<file path="src/rtl/fetch_unit.sv">
// -----------------------------------------------------------------------------
// fetch_unit
//   Instruction fetch stage with a single IF/ID holding slot. It walks a small
//   instruction memory four bytes at a time, stalls on decode back-pressure,
//   accepts branch/jump redirects, halts after the last memory word, and locks
//   up in an error state on a misaligned redirect target.
//
// Parameters
//   RESET_PC   first fetch address after reset
//   MEM_BYTES  instruction memory size in bytes (multiple of 4)
//
// Ports
//   clock             rising-edge clock
//   reset             asynchronous, active-low reset
//   PC                fetch address, straight from a register
//   Instruction_Code  memory word for PC (combinational memory)
//   redirect_valid    redirect request
//   redirect_pc       redirect target
//   id_ready          decode accepts the slot this cycle
//   id_valid          slot holds an instruction
//   id_instr, id_pc   slot contents
//   halted            state is HALT
//   misalign_err      state is ERROR (sticky until reset)
// -----------------------------------------------------------------------------
module fetch_unit #(
    parameter logic [31:0] RESET_PC  = 32'h0000_0000,
    parameter int          MEM_BYTES = 24
) (
    input  logic        clock,
    input  logic        reset,
    output logic [31:0] PC,
    input  logic [31:0] Instruction_Code,
    input  logic        redirect_valid,
    input  logic [31:0] redirect_pc,
    input  logic        id_ready,
    output logic        id_valid,
    output logic [31:0] id_instr,
    output logic [31:0] id_pc,
    output logic        halted,
    output logic        misalign_err
);

    localparam logic [31:0] MEM_END = 32'(MEM_BYTES);

    typedef enum logic [1:0] {
        S_FETCH = 2'd0,
        S_HALT  = 2'd1,
        S_ERROR = 2'd2
    } state_t;

    state_t      state;
    logic [31:0] pc_reg;
    logic [31:0] pc_inc;
    logic        slot_free;

    assign PC        = pc_reg;
    assign pc_inc    = pc_reg + 32'd4;
    assign slot_free = !id_valid || id_ready;

    // halted / misalign_err are registered alongside the state so they always
    // mirror it exactly without any output decode.
    always_ff @(posedge clock or negedge reset) begin
        if (!reset) begin
            state        <= S_FETCH;
            pc_reg       <= RESET_PC;
            id_valid     <= 1'b0;
            id_instr     <= 32'h0;
            id_pc        <= 32'h0;
            halted       <= 1'b0;
            misalign_err <= 1'b0;
        end else begin
            case (state)
                S_FETCH, S_HALT: begin
                    if (redirect_valid) begin
                        // Redirect wins over capture/stall and flushes the slot.
                        id_valid <= 1'b0;
                        pc_reg   <= redirect_pc;
                        if (redirect_pc[1:0] != 2'b00) begin
                            state        <= S_ERROR;
                            halted       <= 1'b0;
                            misalign_err <= 1'b1;
                        end else if (redirect_pc >= MEM_END) begin
                            state  <= S_HALT;
                            halted <= 1'b1;
                        end else begin
                            state  <= S_FETCH;
                            halted <= 1'b0;
                        end
                    end else if (state == S_FETCH) begin
                        if (slot_free) begin
                            id_instr <= Instruction_Code;
                            id_pc    <= pc_reg;
                            id_valid <= 1'b1;
                            pc_reg   <= pc_inc;
                            // Capturing the last word parks the fetcher.
                            if (pc_inc == MEM_END) begin
                                state  <= S_HALT;
                                halted <= 1'b1;
                            end
                        end
                        // otherwise stall: everything holds
                    end else if (id_ready) begin
                        id_valid <= 1'b0;
                    end
                end
                default: begin
                    // ERROR: redirects ignored, PC frozen, only drain the slot.
                    if (id_ready) id_valid <= 1'b0;
                end
            endcase
        end
    end

endmodule

</file>
<file path="config.mk">
export PLATFORM = sky130hd
export DESIGN_NAME = fetch_unit
export DESIGN_NICKNAME = d
export VERILOG_FILES = /design/src/rtl/fetch_unit.sv
export SDC_FILE = /design/constraint.sdc
export NUM_CORES = 1
export LEC_CHECK = 0
export CORE_MARGIN = 10
export CORE_UTILIZATION = 55
export DETAILED_ROUTE_END_ITERATION = 7
export DONT_BUFFER_PORTS = 1
export GPL_TIMING_DRIVEN = 1
export PLACE_DENSITY = 0.7
export SLEW_MARGIN = 15
export SYNTH_ARGS = -nofsm -noshare
export SYNTH_HDL_FRONTEND = slang
export SYNTH_SLANG_ARGS = --single-unit
</file>
<file path="constraint.sdc">
create_clock -name clock -period 3.05 [get_ports clock]
set_clock_uncertainty 0.15 [all_clocks]
set_input_delay 0.305 -clock clock [delete_from_list [all_inputs] [get_ports clock]]
set_output_delay 0.305 -clock clock [all_outputs]
set_load 0.005 [all_outputs]
</file>
==> results.md <==
- Reg clk slew, reported paths: 0.10 ns
- Gr usage total: 0.219
- Yosys Warn Count: 0
- Grt total ovfl: 0
- Initial Utilization: 0.559
- Detailed placement HPWL: 10100 um
- Max Slew Vio Count: 0
- Top_reg_cell synth: dfrtp_1
- Cells after Synth: 485
- Critical Path Sink Type: flop
- CTS tree: yes
- CTS root buffer: clkbuf_8
- Number of port buffers: 0
- Crit path max-delay cell type: dfrtp_1
- Combinational power share: 0.107
- Critical-path cell list: and4_1, and3_1, nand3_1, o31a_1, o21ai_0, dlygate4sd3_1
- EDFF count, synth: 0
- Max cap viols: 0
- Initial antenna violation count: 0
- Die width: 116 um
- Ys async rst share: 1.00
- Die Y-Extent: 116 um
- Clk buf depth: 2
- Clk sinks: 100
- Vias in the first global route: 4198
- Share of layout cells above drive strength 1: 0.186
- Post-route minimum period: 2.62 ns
- Layout Nets: 596
- TritonCTS Buffers: 9
- ANT nets after route: 0
- RSZ-0062 raised after global routing: false
- CP Max Fanout: 13
- Worst hold endpoint: PC[11]
- Leakage: 2.50 nW
- Residual DRC: 0
- Worst path bufs/invs: 1
- Critical path class: reg2reg
- Critical Path RT: 3.22 ns
- Final-report setup violation count: 0
- FF-to-FF setup slack: 0.43 ns
- Largest net degree at the start of global routing: 101
- Post-synthesis sequential area ratio: 0.491
- Router iterations before antenna repair: 4
- Initial DRC Count: 295
- Row cnt: 35
- Via count: 4041
- H-tree level count: 3
- Worst r2r dst: PC[21]
- Reg2Reg Depth: 6
- Worst Tran Pin Value: 0.904 ns
- I/O pin count: 167
- First-pass GRT wire length: 23300 um
- Hold path depth: 2
- Worst path max stage delay: 0.66 ns
- Core area: 0.00911 mm^2
- Die area: 0.0135 mm^2
- Switch share: 0.267
- Synth Cell Area: 0.00509 mm^2
- FILL cells: 697
- Count of different cell masters after synthesis: 60
- Area grow syn2layout: 16.5%
- ANT cells: 0
- Startpoint types: flop
- Final Hold Fails: 0
- GPL Wtd Cong: 0.910
- Net Count, Synth: 555
- WL/cell: 23.0 um
- CP arrival: 2.78 ns
- Fmax: 382 MHz
- Tightest Hold Check Type: in2reg
- Final period util: 0.858
- Int Pwr: 2.05 mW
- Seq cells post-synth: 100
- Power density over the cells: 472 mW/mm^2
- Wire length after detailed routing: 14800 um
- Clock power frac: 0.303
- Worst skew pair latency: 0.37 ns
- WHS: 0.0135 ns
- TNS Setup: 0 ns
- Peak VDD IR: 308 uV
- Crit-path leading delay family: simple AND/OR/NAND/NOR gates
- FF-to-FF Start: PC[8]
- Syn_area_per_cell: 10.5 um^2
- Status: finished clean
- Reg power frac: 0.590
- Worst hold start: redirect_pc[11]
- Vias/cell: 6.29
- Worst rel slew slack: 0.397
- Psw: 0.748 mW
-- worst max-delay path by stage --
stage / startpoint / endpoint / slack (ns) / cells past startpoint
after floorplan: PC[2] / state[0] / 0.92 / 8
after global placement: PC[2] / state[0] / 0.67 / 8
after detailed placement: PC[2] / state[0] / 0.62 / 8
after CTS: PC[8] / PC[21] / 0.44 / 6
after global routing: id_valid / PC[21] / 0.18 / 6
final: PC[8] / PC[21] / 0.43 / 6
-- synth_stat cells, drive strengths merged (2+ instances only) --
master | instances | share of area
o22ai | 17 | 0.021
and3 | 8 | 0.0098
dfrtp | 100 | 0.49
nand2 | 36 | 0.027
a21oi | 25 | 0.025
buf | 26 | 0.028
xnor2 | 4 | 0.0069
a31o | 3 | 0.0052
nand3 | 24 | 0.026
a31oi | 2 | 0.0025
nor4b | 2 | 0.0034
xor2 | 3 | 0.0052
nor2 | 27 | 0.020
mux2i | 7 | 0.014
and2 | 3 | 0.0037
nand2b | 3 | 0.0037
a221o | 3 | 0.0059
nand4 | 12 | 0.018
inv | 5 | 0.0037
nor4 | 12 | 0.020
clkbuf | 14 | 0.010
or3 | 5 | 0.0061
or4 | 2 | 0.0029
nor2b | 3 | 0.0037
a211oi | 2 | 0.0039
and4 | 4 | 0.0069
o21ai | 31 | 0.030
mux2 | 61 | 0.13
a22oi | 9 | 0.013
nor3 | 14 | 0.016
ha | 2 | 0.0049
-- registers in the layout, summed over array words and instances, names as in the netlist --
register      cells
id_pc            32
state             2
misalign_err      1
PC               32
id_valid          1
id_instr         32
-- power by group through the flow --
stage	sequential, mW	clock (mW)	combinational (mW)
final	1.65	0.849	0.300
after detailed placement	1.69	0	0.200
after CTS	1.66	0.857	0.299
after global routing	1.68	0.920	0.338
after global placement	1.68	0	0.188
after floorplan	1.62	0	0.173
-- worst register-to-register path: cells and delay by family (launching register included) --
family / cells / cell delay [ns]
buffers and inverters: 1 / 0.57
DFF: 1 / 0.66
and+or+nand+nor: 3 / 0.81
AOI/OAI and AO/OA: 2 / 0.39
-- layer usage --
layer	vias to the layer above	part of all wire	track usage	routed length [um]
met4	0	0.014	0.0626	206
li1	1872	-	-	-
met5	-	0	0	0
met3	18	0.095	0.0776	1400
met2	153	0.50	0.369	7350
met1	1998	0.39	0.258	5810
-- timing repair --
| item | 4_1_cts | 5_1_grt |
|---|---|---|
| hold buffers | 62 | 1 |
| setup buffers | 0 | 0 |
| resized for setup | 0 | 0 |
| endpoints found under the hold margin | 161 | 1 |
-- cell usage in the layout, fill, tap and decap left out, types with 3 or more instances in the layout --
master / Yosys / layout
xor2_1: 3 / 3
o22ai_1: 17 / 17
clkbuf_8: 0 / 9
dfrtp_1: 100 / 100
or3_1: 5 / 5
a21oi_1: 25 / 25
mux2i_1: 7 / 7
a31o_2: 3 / 3
and3_1: 8 / 8
nor2_1: 26 / 26
and4_1: 4 / 4
mux2_2: 61 / 61
nand4_1: 11 / 11
dlygate4sd3_1: 0 / 62
buf_4: 3 / 7
and2_1: 3 / 3
inv_1: 4 / 4
nand2b_1: 3 / 3
xnor2_1: 4 / 4
a221o_1: 3 / 3
nor4_1: 9 / 9
a22oi_1: 9 / 9
nand2_1: 35 / 35
o21ai_0: 29 / 29
nor3_1: 12 / 12
nand3_1: 23 / 23
-- metrics by stage --
stage,setup slack [ns],cell area [um^2],cells,power [mW],utilization
3_3_place_gp,0.671,5090,563,1.86,0.559
3_5_place_dp,0.620,5090,563,1.89,0.559
4_1_cts,0.438,5920,641,2.81,0.650
6_report,0.432,5930,642,2.80,0.651
5_1_grt,0.177,5930,642,2.94,0.651
2_1_floorplan,0.918,5090,485,1.80,-
-- final cells by class --
type	count	area, um^2	area share
Clock buffer	11	131	0.0221
Tap cell	111	139	0.0234
Sequential cell	100	2500	0.422
Inverter	5	18.8	0.00316
Multi-Input combinational cell	340	2380	0.401
Clock inverter	5	60.1	0.0101
Timing Repair Buffer	70	701	0.118
-- cell families (layout without fill, tap and decap cells) --
logic type      count (synthesis)  count (layout)  share of synthesized area
simple gates                  159             159                      0.174
fa+ha+maj                       2               2                    0.00491
xor+xnor                        7               7                     0.0120
mux                            68              68                      0.149
compound gates                104             104                      0.127
buf+inv                        45              91                     0.0422
flops                         100             100                      0.491
(Power assumes the default switching activity.)
